===== src/rtl/con_mem_loader_pkg.sv =====
// Shared types and constants for the console memory loader.
// Holds the FSM state encoding, the full-word strobe and the header range check.
package con_mem_loader_pkg;

    typedef enum logic [2:0] {
        StIdle  = 3'd0,
        StLen0  = 3'd1,
        StLen1  = 3'd2,
        StData  = 3'd3,
        StWrite = 3'd4,
        StDone  = 3'd5
    } con_state_e;

    localparam logic [3:0]  CON_WE_ALL = 4'hF;
    localparam int unsigned CON_ADDR_W = 10;

    // True when a session of len words starting at base stays inside a 2**addr_w word memory.
    function automatic logic hdr_fits(input logic [15:0] len, input int unsigned base,
                                      input int unsigned addr_w);
        logic [32:0] end_addr;
        logic [32:0] depth;
        end_addr = 33'(base) + 33'(len);
        depth    = 33'(1) << addr_w;
        return end_addr <= depth;
    endfunction

endpackage


===== src/rtl/con_word_packer.sv =====
// Assembles four accepted bytes into a little-endian 32-bit word.
// word_full flags the accept that completes the current word.
module con_word_packer (
    input  logic        CLK,
    input  logic        nrst,
    input  logic        clear,
    input  logic        accept,
    input  logic [7:0]  data,
    output logic [31:0] word,
    output logic        word_full
);

    logic [1:0]  byte_cnt_q;
    logic [31:0] word_q;

    always_ff @(posedge CLK) begin
        if (!nrst) begin
            byte_cnt_q <= 2'd0;
            word_q     <= 32'h0;
        end else if (clear) begin
            byte_cnt_q <= 2'd0;
        end else if (accept) begin
            word_q[{byte_cnt_q, 3'b000} +: 8] <= data;
            byte_cnt_q                        <= byte_cnt_q + 2'd1;
        end
    end

    assign word      = word_q;
    assign word_full = accept && (byte_cnt_q == 2'd3);

endmodule


===== src/rtl/con_mem_loader.sv =====
// Loads a length-prefixed little-endian word stream into core memory via the console port,
// holding the core in reset until the final word has been written.
module con_mem_loader
    import con_mem_loader_pkg::*;
#(
    parameter int unsigned ADDR_W    = CON_ADDR_W,
    parameter int unsigned BASE_ADDR = 0
) (
    input  logic              CLK,
    input  logic              nrst,
    input  logic              start,
    input  logic [7:0]        s_data,
    input  logic              s_valid,
    output logic              s_ready,
    output logic [3:0]        con_write,
    output logic [ADDR_W-1:0] con_addr,
    output logic [31:0]       con_in,
    output logic              core_nrst,
    output logic              busy,
    output logic              done,
    output logic              err
);

    con_state_e        state_q;
    logic [15:0]       len_q;
    logic [15:0]       word_idx_q;
    logic [3:0]        con_write_q;
    logic [ADDR_W-1:0] con_addr_q;
    logic              core_nrst_q;
    logic              busy_q;
    logic              done_q;
    logic              err_q;

    logic        xfer;
    logic [15:0] len_full;
    logic        hdr_ok;
    logic        last_word;
    logic        pk_clear;
    logic        pk_accept;
    logic [31:0] pk_word;
    logic        pk_full;

    assign s_ready   = (state_q == StLen0) || (state_q == StLen1) || (state_q == StData);
    assign xfer      = s_valid && s_ready;
    assign len_full  = {s_data, len_q[7:0]};
    assign hdr_ok    = hdr_fits(len_full, BASE_ADDR, ADDR_W);
    assign last_word = (word_idx_q == (len_q - 16'd1));

    always_comb begin
        pk_accept = (state_q == StData) && xfer;
        pk_clear  = 1'b0;
        if ((state_q == StLen1) && xfer && (len_full != 16'd0) && hdr_ok) begin
            pk_clear = 1'b1;
        end
        if ((state_q == StWrite) && !last_word) begin
            pk_clear = 1'b1;
        end
    end

    con_word_packer u_packer (
        .CLK       (CLK),
        .nrst      (nrst),
        .clear     (pk_clear),
        .accept    (pk_accept),
        .data      (s_data),
        .word      (pk_word),
        .word_full (pk_full)
    );

    always_ff @(posedge CLK) begin
        if (!nrst) begin
            state_q     <= StIdle;
            len_q       <= 16'd0;
            word_idx_q  <= 16'd0;
            con_write_q <= 4'h0;
            con_addr_q  <= '0;
            core_nrst_q <= 1'b0;
            busy_q      <= 1'b0;
            done_q      <= 1'b0;
            err_q       <= 1'b0;
        end else begin
            unique case (state_q)
                StIdle: begin
                    if (start) begin
                        done_q  <= 1'b0;
                        err_q   <= 1'b0;
                        busy_q  <= 1'b1;
                        state_q <= StLen0;
                    end
                end
                StLen0: begin
                    if (xfer) begin
                        len_q[7:0] <= s_data;
                        state_q    <= StLen1;
                    end
                end
                StLen1: begin
                    if (xfer) begin
                        len_q[15:8] <= s_data;
                        if (len_full == 16'd0) begin
                            done_q      <= 1'b1;
                            busy_q      <= 1'b0;
                            core_nrst_q <= 1'b1;
                            state_q     <= StDone;
                        end else if (!hdr_ok) begin
                            err_q   <= 1'b1;
                            busy_q  <= 1'b0;
                            state_q <= StIdle;
                        end else begin
                            word_idx_q <= 16'd0;
                            state_q    <= StData;
                        end
                    end
                end
                StData: begin
                    if (pk_full) begin
                        con_write_q <= CON_WE_ALL;
                        con_addr_q  <= ADDR_W'(BASE_ADDR + 32'(word_idx_q));
                        state_q     <= StWrite;
                    end
                end
                StWrite: begin
                    con_write_q <= 4'h0;
                    if (last_word) begin
                        done_q      <= 1'b1;
                        busy_q      <= 1'b0;
                        core_nrst_q <= 1'b1;
                        state_q     <= StDone;
                    end else begin
                        word_idx_q <= word_idx_q + 16'd1;
                        state_q    <= StData;
                    end
                end
                StDone: begin
                    // Restarting pulls the core back into reset before the new image arrives.
                    if (start) begin
                        core_nrst_q <= 1'b0;
                        done_q      <= 1'b0;
                        err_q       <= 1'b0;
                        busy_q      <= 1'b1;
                        state_q     <= StLen0;
                    end
                end
                default: begin
                    state_q <= StIdle;
                end
            endcase
        end
    end

    assign con_write = con_write_q;
    assign con_addr  = con_addr_q;
    assign con_in    = pk_word;
    assign core_nrst = core_nrst_q;
    assign busy      = busy_q;
    assign done      = done_q;
    assign err       = err_q;

endmodule


===== config.mk =====
export PLATFORM = sky130hd
export DESIGN_NAME = con_mem_loader
export DESIGN_NICKNAME = d
export VERILOG_FILES = /design/src/rtl/con_mem_loader_pkg.sv /design/src/rtl/con_word_packer.sv /design/src/rtl/con_mem_loader.sv
export SDC_FILE = /design/constraint.sdc
export NUM_CORES = 1
export LEC_CHECK = 0
export ABC_CLOCK_PERIOD_IN_PS = 3800
export CAP_MARGIN = 20
export CORE_MARGIN = 4
export CORE_UTILIZATION = 40
export CTS_CLUSTER_SIZE = 10
export DETAILED_ROUTE_END_ITERATION = 12
export PLACE_DENSITY = 0.7
export RECOVER_POWER = 50
export SETUP_SLACK_MARGIN = 0.05
export SLEW_MARGIN = 20
export SYNTH_ARGS = -nofsm -noshare
export SYNTH_HDL_FRONTEND = slang
export SYNTH_HIERARCHICAL = 1
export SYNTH_SLANG_ARGS = --single-unit

===== constraint.sdc =====
create_clock -name CLK -period 3.8 [get_ports CLK]
set_clock_uncertainty 0.05 [all_clocks]
set_input_delay 0.38 -clock CLK [delete_from_list [all_inputs] [get_ports CLK]]
set_output_delay 0.38 -clock CLK [all_outputs]
set_load 0.02 [all_outputs]

==> results of run 1 <==
area by class of cell:
| class | count | area [µm²] | share of cell area |
|---|---|---|---|
| clock buffer | 10 | 138 | 0.0259 |
| multi-input combinational | 381 | 2480 | 0.468 |
| tap | 140 | 175 | 0.0330 |
| inverter | 10 | 37.5 | 0.00707 |
| timing repair buffer | 74 | 706 | 0.133 |
| clock inverter | 5 | 85.1 | 0.0160 |
| sequential | 84 | 1680 | 0.317 |
layer usage:
layer / vias to the layer above / global-route usage / routed length (µm)
li1: 1928 / - / -
met1: 1916 / 0.244 / 5270
met2: 101 / 0.295 / 5610
met3: 20 / 0.0380 / 570
met4: 0 / 0.0745 / 260
met5: - / 0 / 0
what timing repair did:
action / CTS / global route
resized for setup: 1 / 2
pin swaps: 0 / 1
endpoints found under the setup margin: 22 / 41
hold endpoints to repair: 0 / 0
buffers inserted: 0 / 1
kinds of logic after synthesis:
logic type / after synthesis
flip-flops: 84
buffers and inverters: 43
AO/OA/AOI/OAI: 115
adder cells (fa/ha/maj): 7
XOR/XNOR: 19
AND/OR/NAND/NOR: 228
multiplexers: 12
power by group through the flow:
stage / sequential (mW) / clock [mW] / combinational [mW]
6_report: 0.991 / 0.729 / 0.629
5_1_grt: 0.999 / 0.767 / 0.690
4_1_cts: 0.989 / 0.737 / 0.630
3_5_place_dp: 1.01 / 0 / 0.626
3_3_place_gp: 1.01 / 0 / 0.609
2_1_floorplan: 0.974 / 0 / 0.506
synthesized netlist by cell type (6+ instances only):
library cell,number,area (µm²)
buf_2,7,35.0
nand2_1,89,334
a21oi_1,13,65.1
and3_1,10,62.6
nand4_1,7,43.8
dfxtp_1,84,1680
mux2i_1,12,120
a22o_1,16,140
or4_1,8,60.1
ha_1,7,87.6
and2_1,11,68.8
o22ai_1,8,50.1
clkbuf_1,14,52.6
nand3_1,17,85.1
inv_1,9,33.8
nor2b_1,14,87.6
a21boi_0,25,188
nor2_1,25,93.8
buf_4,6,45.0
o21ai_0,11,55.1
xnor2_1,14,123
nand2b_1,9,56.3
flip-flops by register name (all words and copies together) (netlist names):
name / count
err: 1
u_packer/byte_cnt_q: 2
busy: 1
word_idx_q: 16
core_nrst: 1
state_q: 3
done: 1
con_addr: 10
con_write: 1
u_packer/word: 32
len_q: 16
worst max-delay path by stage:
stage	from	end	slack [ps]	cells past startpoint
6_report	len_q[0]	u_packer/word[30]	330	12
5_1_grt	len_q[0]	u_packer/word[27]	70	12
4_1_cts	len_q[0]	u_packer/word[5]	70	12
3_5_place_dp	len_q[0]	u_packer/word[5]	-7	12
3_3_place_gp	len_q[0]	u_packer/word[20]	220	12
2_1_floorplan	len_q[0]	u_packer/word[24]	450	14
worst max-delay path, cell delays in order, from the launching register on:
cell and delay, ps:
dfxtp_1 370, inv_1 90, ha_1 270, or4b_4 530
o21a_1 190, a311o_1 330, nor4_2 360, o2111ai_2 270
a21boi_4 200, inv_2 90, and3b_1 280, nand4b_4 180
o22ai_1 170
==> results.toml, run 1 <==
[outcome]
status = "finished, final reports clean"

[timing]
finalHoldViolCount = 0
finalSetupViolCount = 0
fin_ws_ps = 332
holdWs_ps = 412
final-max-slew-violation-count = 0
grt_setup_unrepaired = "no"
relSlewSlack = 0.592
tightest_slew_ps = 611
post-route-period-util = 0.913
tns_ps = 0
max_freq_mhz = 288
period_minus_slack_ps = 3470

[placement]
gp_congestion = 0.955
dpl.hpwl_um = 8620
port_buffers = 62
dpl_worst_slack_ps = -6.96
placed_area_um2 = 5070
dp.cells = 688

[synth]
synth-simple-area-share = 0.279
async_reset_ff_frac = 0
netlist_area_um2 = 4410
synth_top_family_by_area = "simple AND/OR/NAND/NOR gates"
ys.flop_type = "dfxtp_1"
synth-compound-area-share = 0.197
syn-mean-instance-area_um2 = 8.68
syn_nets = 527
synth_fa_ha_area_frac = 0.0199
synthCells = 508
synth_edf_count = 0
synthDistinctLibCells = 74
synth_seq_cells = 84
yosys-mux-area-fraction = 0.0272
synth-xor-area-share = 0.0377
ys_seq_area_frac = 0.381
yosys_warnings = 6

[clock_network]
clock_path_buffers = 2
cts_tree = "built"
cts.sinks = 84
clk_latency_ps = 370
cts-root-buf = "clkbuf_8"
htree_levels = 3
path_clk_slew_ps = 90
cts_buffers = 9
postCtsHoldBufs = 0

[min_path]
hold-path-endpoint = "con_addr[5]"
worstHoldStart = "con_addr[5]"
hold_path_depth = 2
min_path_type = "reg -> reg"

[critical_path]
r2r_start = "len_q[0]"
rrSetupSlack_ps = 330
worstSetupEndpointType = "register"
worstPathRequired_ps = 4050
crit_path_start_kind = "register"
crit_arrival_ps = 3710
r2r_cells = 12
worstReg2RegEnd = "u_packer/word[30]"
path_class = "reg -> reg"
worstPathMaxFanout = 8

[finish]
fin_cells = 704
post-route-util = 0.492
fin_nets = 579
final_cell_mix = "89 x nand2_1, 84 x dfxtp_1, 51 x dlygate4sd3_1, 25 x nor2_1, 25 x a21boi_0"
final_cell_area_um2 = 5310
fillers = 1004
antenna_cells = 0
syn_to_final_growth_pct = 20.3
drive_gt1_frac = 0.0922
final_common_cell = "nand2_1"

[pwr]
power.leakage_nw = 2.15
power_switching_uw = 757
ir_drop_mv = 0.249
swShare = 0.322
total_power_mw = 2.35
p_int_mw = 1.59
seq_power_share = 0.422
power_frac_comb = 0.268
clkPwrFrac = 0.310
power_density_nw_per_um2 = 443

[global_route]
grt_pass1_wl_um = 19100
grt_pass1_vias = 3889
overflow = 0
track_usage = 0.185
antenna_found_initial = 0
grt_max_degree = 41

[drt]
routed_wl_um = 11700
drcViolationCount = 0
dr.first_iter.drc_count = 360
drt_pre_antenna_iters = 4
wl_per_cell_um = 16.6
drtAntennaViolNets = 0
vias = 3965
viasPerCell = 5.63

[floorplan]
start_util = 0.409
core-area_um2 = 10800
die_w_um = 113
num_rows = 38
dieArea_um2 = 12800
die_y_um = 113
pin_count = 63

[job]
drv_cap = 0
No activity file was read; power rests on OpenSTA's default activity.
==> run 2, diff against run 1 <==
SKIP_LAST_GASP = 1   (was default)
==> results of run 2 <==
Final layout, timing and power as in run 1 (identical DEF).
==> run 3, diff against run 2 <==
ABC_AREA = 1   (was default)
ABC_CLOCK_PERIOD_IN_PS = 4050   (was 3800)
PLACE_DENSITY = 0.69   (was 0.7)
clock period = 4.05 ns   (was 3.8 ns; I/O delays follow)
==> run 3 against run 2 <==
  * Routed wire length is 1.7% lower
  * Via count increased by 9.2%
  * Sequential cell count unchanged
  * Fmax up 11%
  * Synthesized cell count is 31% higher
  * Worst setup slack gained 600 ps
  * Synthesized area up 4.5%
  * Non-clock buffer count down 9
  * Largest cell class unchanged
  * Highest routed layer unchanged
==> results.toml, run 3 <==
[global_route]
grt_pass1_wl_um = 19200
grt_pass1_vias = 4249
overflow = 0
track_usage = 0.177
grt_use_met2 = 0.303
met3_usage = 0.0311
grt-busiest-layer = "met2"
grt_use_met1 = 0.217
antenna_found_initial = 0
grt_max_degree = 34

[timing]
tns_ps = 0
holdWs_ps = 397
finalHoldViolCount = 0
fin_ws_ps = 937
post-route-period-util = 0.769
period_minus_slack_ps = 3110
relSlewSlack = 0.347
final-max-slew-violation-count = 0
grt_setup_unrepaired = "no"
max_freq_mhz = 321
tightest_slew_ps = 979
finalSetupViolCount = 0

[clock_network]
path_clk_slew_ps = 70
cts_resized = 0
cts_buffers = 9
cts_tree = "built"
postCtsHoldBufs = 0
cts.sinks = 84
clk_latency_ps = 350
clock_path_buffers = 2
post_cts_buffers = 0
cts-root-buf = "clkbuf_16"
htree_levels = 3

[critical_path]
max_stage_delay_ps = 550
critPathBufInv = 2
startpoint = "len_q[0]"
crit_path_start_kind = "register"
critical_path.cell_chain = "inv_2 -> ha_1 -> nand2_4 -> nor2_8 -> nor4b_1 -> nor2_2 -> nand3_4 -> nand2_4 -> inv_2 -> nand3_4 -> nor2_4 -> nand2_1 -> a21oi_1"
path_class = "reg -> reg"
rrSetupSlack_ps = 940
path_delay_family = "simple AND/OR/NAND/NOR gates"
r2r_start = "len_q[0]"
worstSetupEndpointType = "register"
r2r_cells = 13
worstPathMaxFanout = 22
cp_slowest_cell = "nor4b_1"
worstReg2RegEnd = "u_packer/word[1]"
worstPathRequired_ps = 4260
crit_arrival_ps = 3320

[finish]
fillers = 1085
fin_nets = 732
largest_reg_flops = 32
post-route-util = 0.501
syn_to_final_growth_pct = 20.5
drive_gt1_frac = 0.0794
final_cell_area_um2 = 5560
antenna_cells = 0
final_common_cell = "nand2_1"
final_cell_mix = "176 x nand2_1, 84 x dfxtp_1, 79 x a21oi_1, 74 x nor2_1, 56 x inv_1"

[synth]
yosys_warnings = 6
synth_seq_cells = 84
ys.flop_type = "dfxtp_1"
ys_top_cells_by_area = "dfxtp_1 36%, nand2_1 14%, a21oi_1 8.6%"
yosys.area.top_type_share = 0.365
synth_edf_count = 0
async_reset_ff_frac = 0
synthCells = 663
synth_most_common_cell = "nand2_1"
synthDistinctLibCells = 36
netlist_area_um2 = 4610
syn_nets = 682
yosys-top-cells-count = "176 x nand2_1, 84 x dfxtp_1, 79 x a21oi_1"
ys_seq_area_frac = 0.365
synth_area_leader_cell = "dfxtp_1"
syn-mean-instance-area_um2 = 6.95

[floorplan]
core-area_um2 = 11100
die_y_um = 115
start_util = 0.416
num_rows = 38
pin_count = 63
die_w_um = 115
dieArea_um2 = 13300

[placement]
placed_area_um2 = 5260
port_buffers = 62
dpl.hpwl_um = 8810
gp_congestion = 0.902
dpl_worst_slack_ps = 936

[drt]
drcViolationCount = 0
viasPerCell = 5.05
drt_pre_antenna_iters = 5
routed_wl_um = 11500
dr.first_iter.drc_count = 236
vias = 4331
drtAntennaViolNets = 0
wl_per_cell_um = 13.4

[pwr]
p_int_mw = 1.66
power.leakage_nw = 2.23
power_switching_uw = 973
power_frac_comb = 0.333
clkPwrFrac = 0.316
ir_drop_mv = 0.280
power_density_nw_per_um2 = 475
swShare = 0.369
seq_power_share = 0.350

[min_path]
min_path_type = "reg -> reg"
worstHoldStart = "done"
hold-path-endpoint = "done"
hold_path_depth = 2

[outcome]
status = "finished, final reports clean"

[job]
drv_cap = 0
## run 3: cell count changes in the layout (fill, tap and decap cells not counted), moves of 10 or more
cell	change
nand3_1	+35
a21boi_0	-25
clkbuf_8	-10
a22o_1	-16
inv_1	+47
nor2b_1	-14
nor2_1	+49
mux2i_1	-12
a21oi_1	+66
buf_4	-10
nand2_1	+87
## run 3: final cells by class
cell class | count | area [µm²] | area share
tap | 140 | 175 | 0.0315
inverter | 61 | 229 | 0.0412
multi-input combinational | 492 | 2530 | 0.456
sequential | 84 | 1680 | 0.303
timing repair buffer | 65 | 639 | 0.115
clock buffer | 9 | 225 | 0.0405
clock inverter | 7 | 73.8 | 0.0133
## run 3: worst max path at each step
stage                            end  depth (start not counted)
CTS                 u_packer/word[5]                         18
floorplan           u_packer/word[0]                         18
global placement    u_packer/word[8]                         12
global route        u_packer/word[4]                         13
detailed placement  u_packer/word[0]                         12
finish              u_packer/word[1]                         13
## run 3: kinds of logic (layout without fill, tap and decap cells)
family / count (synthesis) / after routing / share of synthesized area
AO/OA/AOI/OAI: 99 / 99 / 0.111
AND/OR/NAND/NOR: 365 / 365 / 0.380
buffers and inverters: 87 / 142 / 0.0847
flip-flops: 84 / 84 / 0.365
adder cells (fa/ha/maj): 7 / 7 / 0.0190
XOR/XNOR: 21 / 21 / 0.0399
## run 3: routing by layer
metal | vias up | routed length (µm)
met1 | 1968 | 5160
met5 | - | 0
met3 | 20 | 437
met4 | 0 | 250
met2 | 103 | 5660
li1 | 2240 | -
## run 3: power by group through the flow
stage | sequential (mW) | combinational (mW) | clock, mW
final | 0.924 | 0.879 | 0.834
after global routing | 0.932 | 0.998 | 0.879
after CTS | 0.924 | 0.888 | 0.843
after detailed placement | 0.943 | 0.881 | 0
after global placement | 0.942 | 0.862 | 0
after floorplan | 0.952 | 0.675 | 0
## run 3: stage by stage
stage          instances  power (mW)
3_3_place_gp         841        1.80
3_5_place_dp         841        1.82
4_1_cts              857        2.66
6_report             858        2.64
5_1_grt              858        2.81
2_1_floorplan        663        1.63
## run 3: worst reg2reg max path, cell delays in order (launching register included)
cell	delay (ps)
dfxtp_1	350
inv_2	110
ha_1	230
nand2_4	110
nor2_8	180
nor4b_1	550
nor2_2	170
nand3_4	180
nand2_4	200
inv_2	240
nand3_4	180
nor2_4	250
nand2_1	90
a21oi_1	130
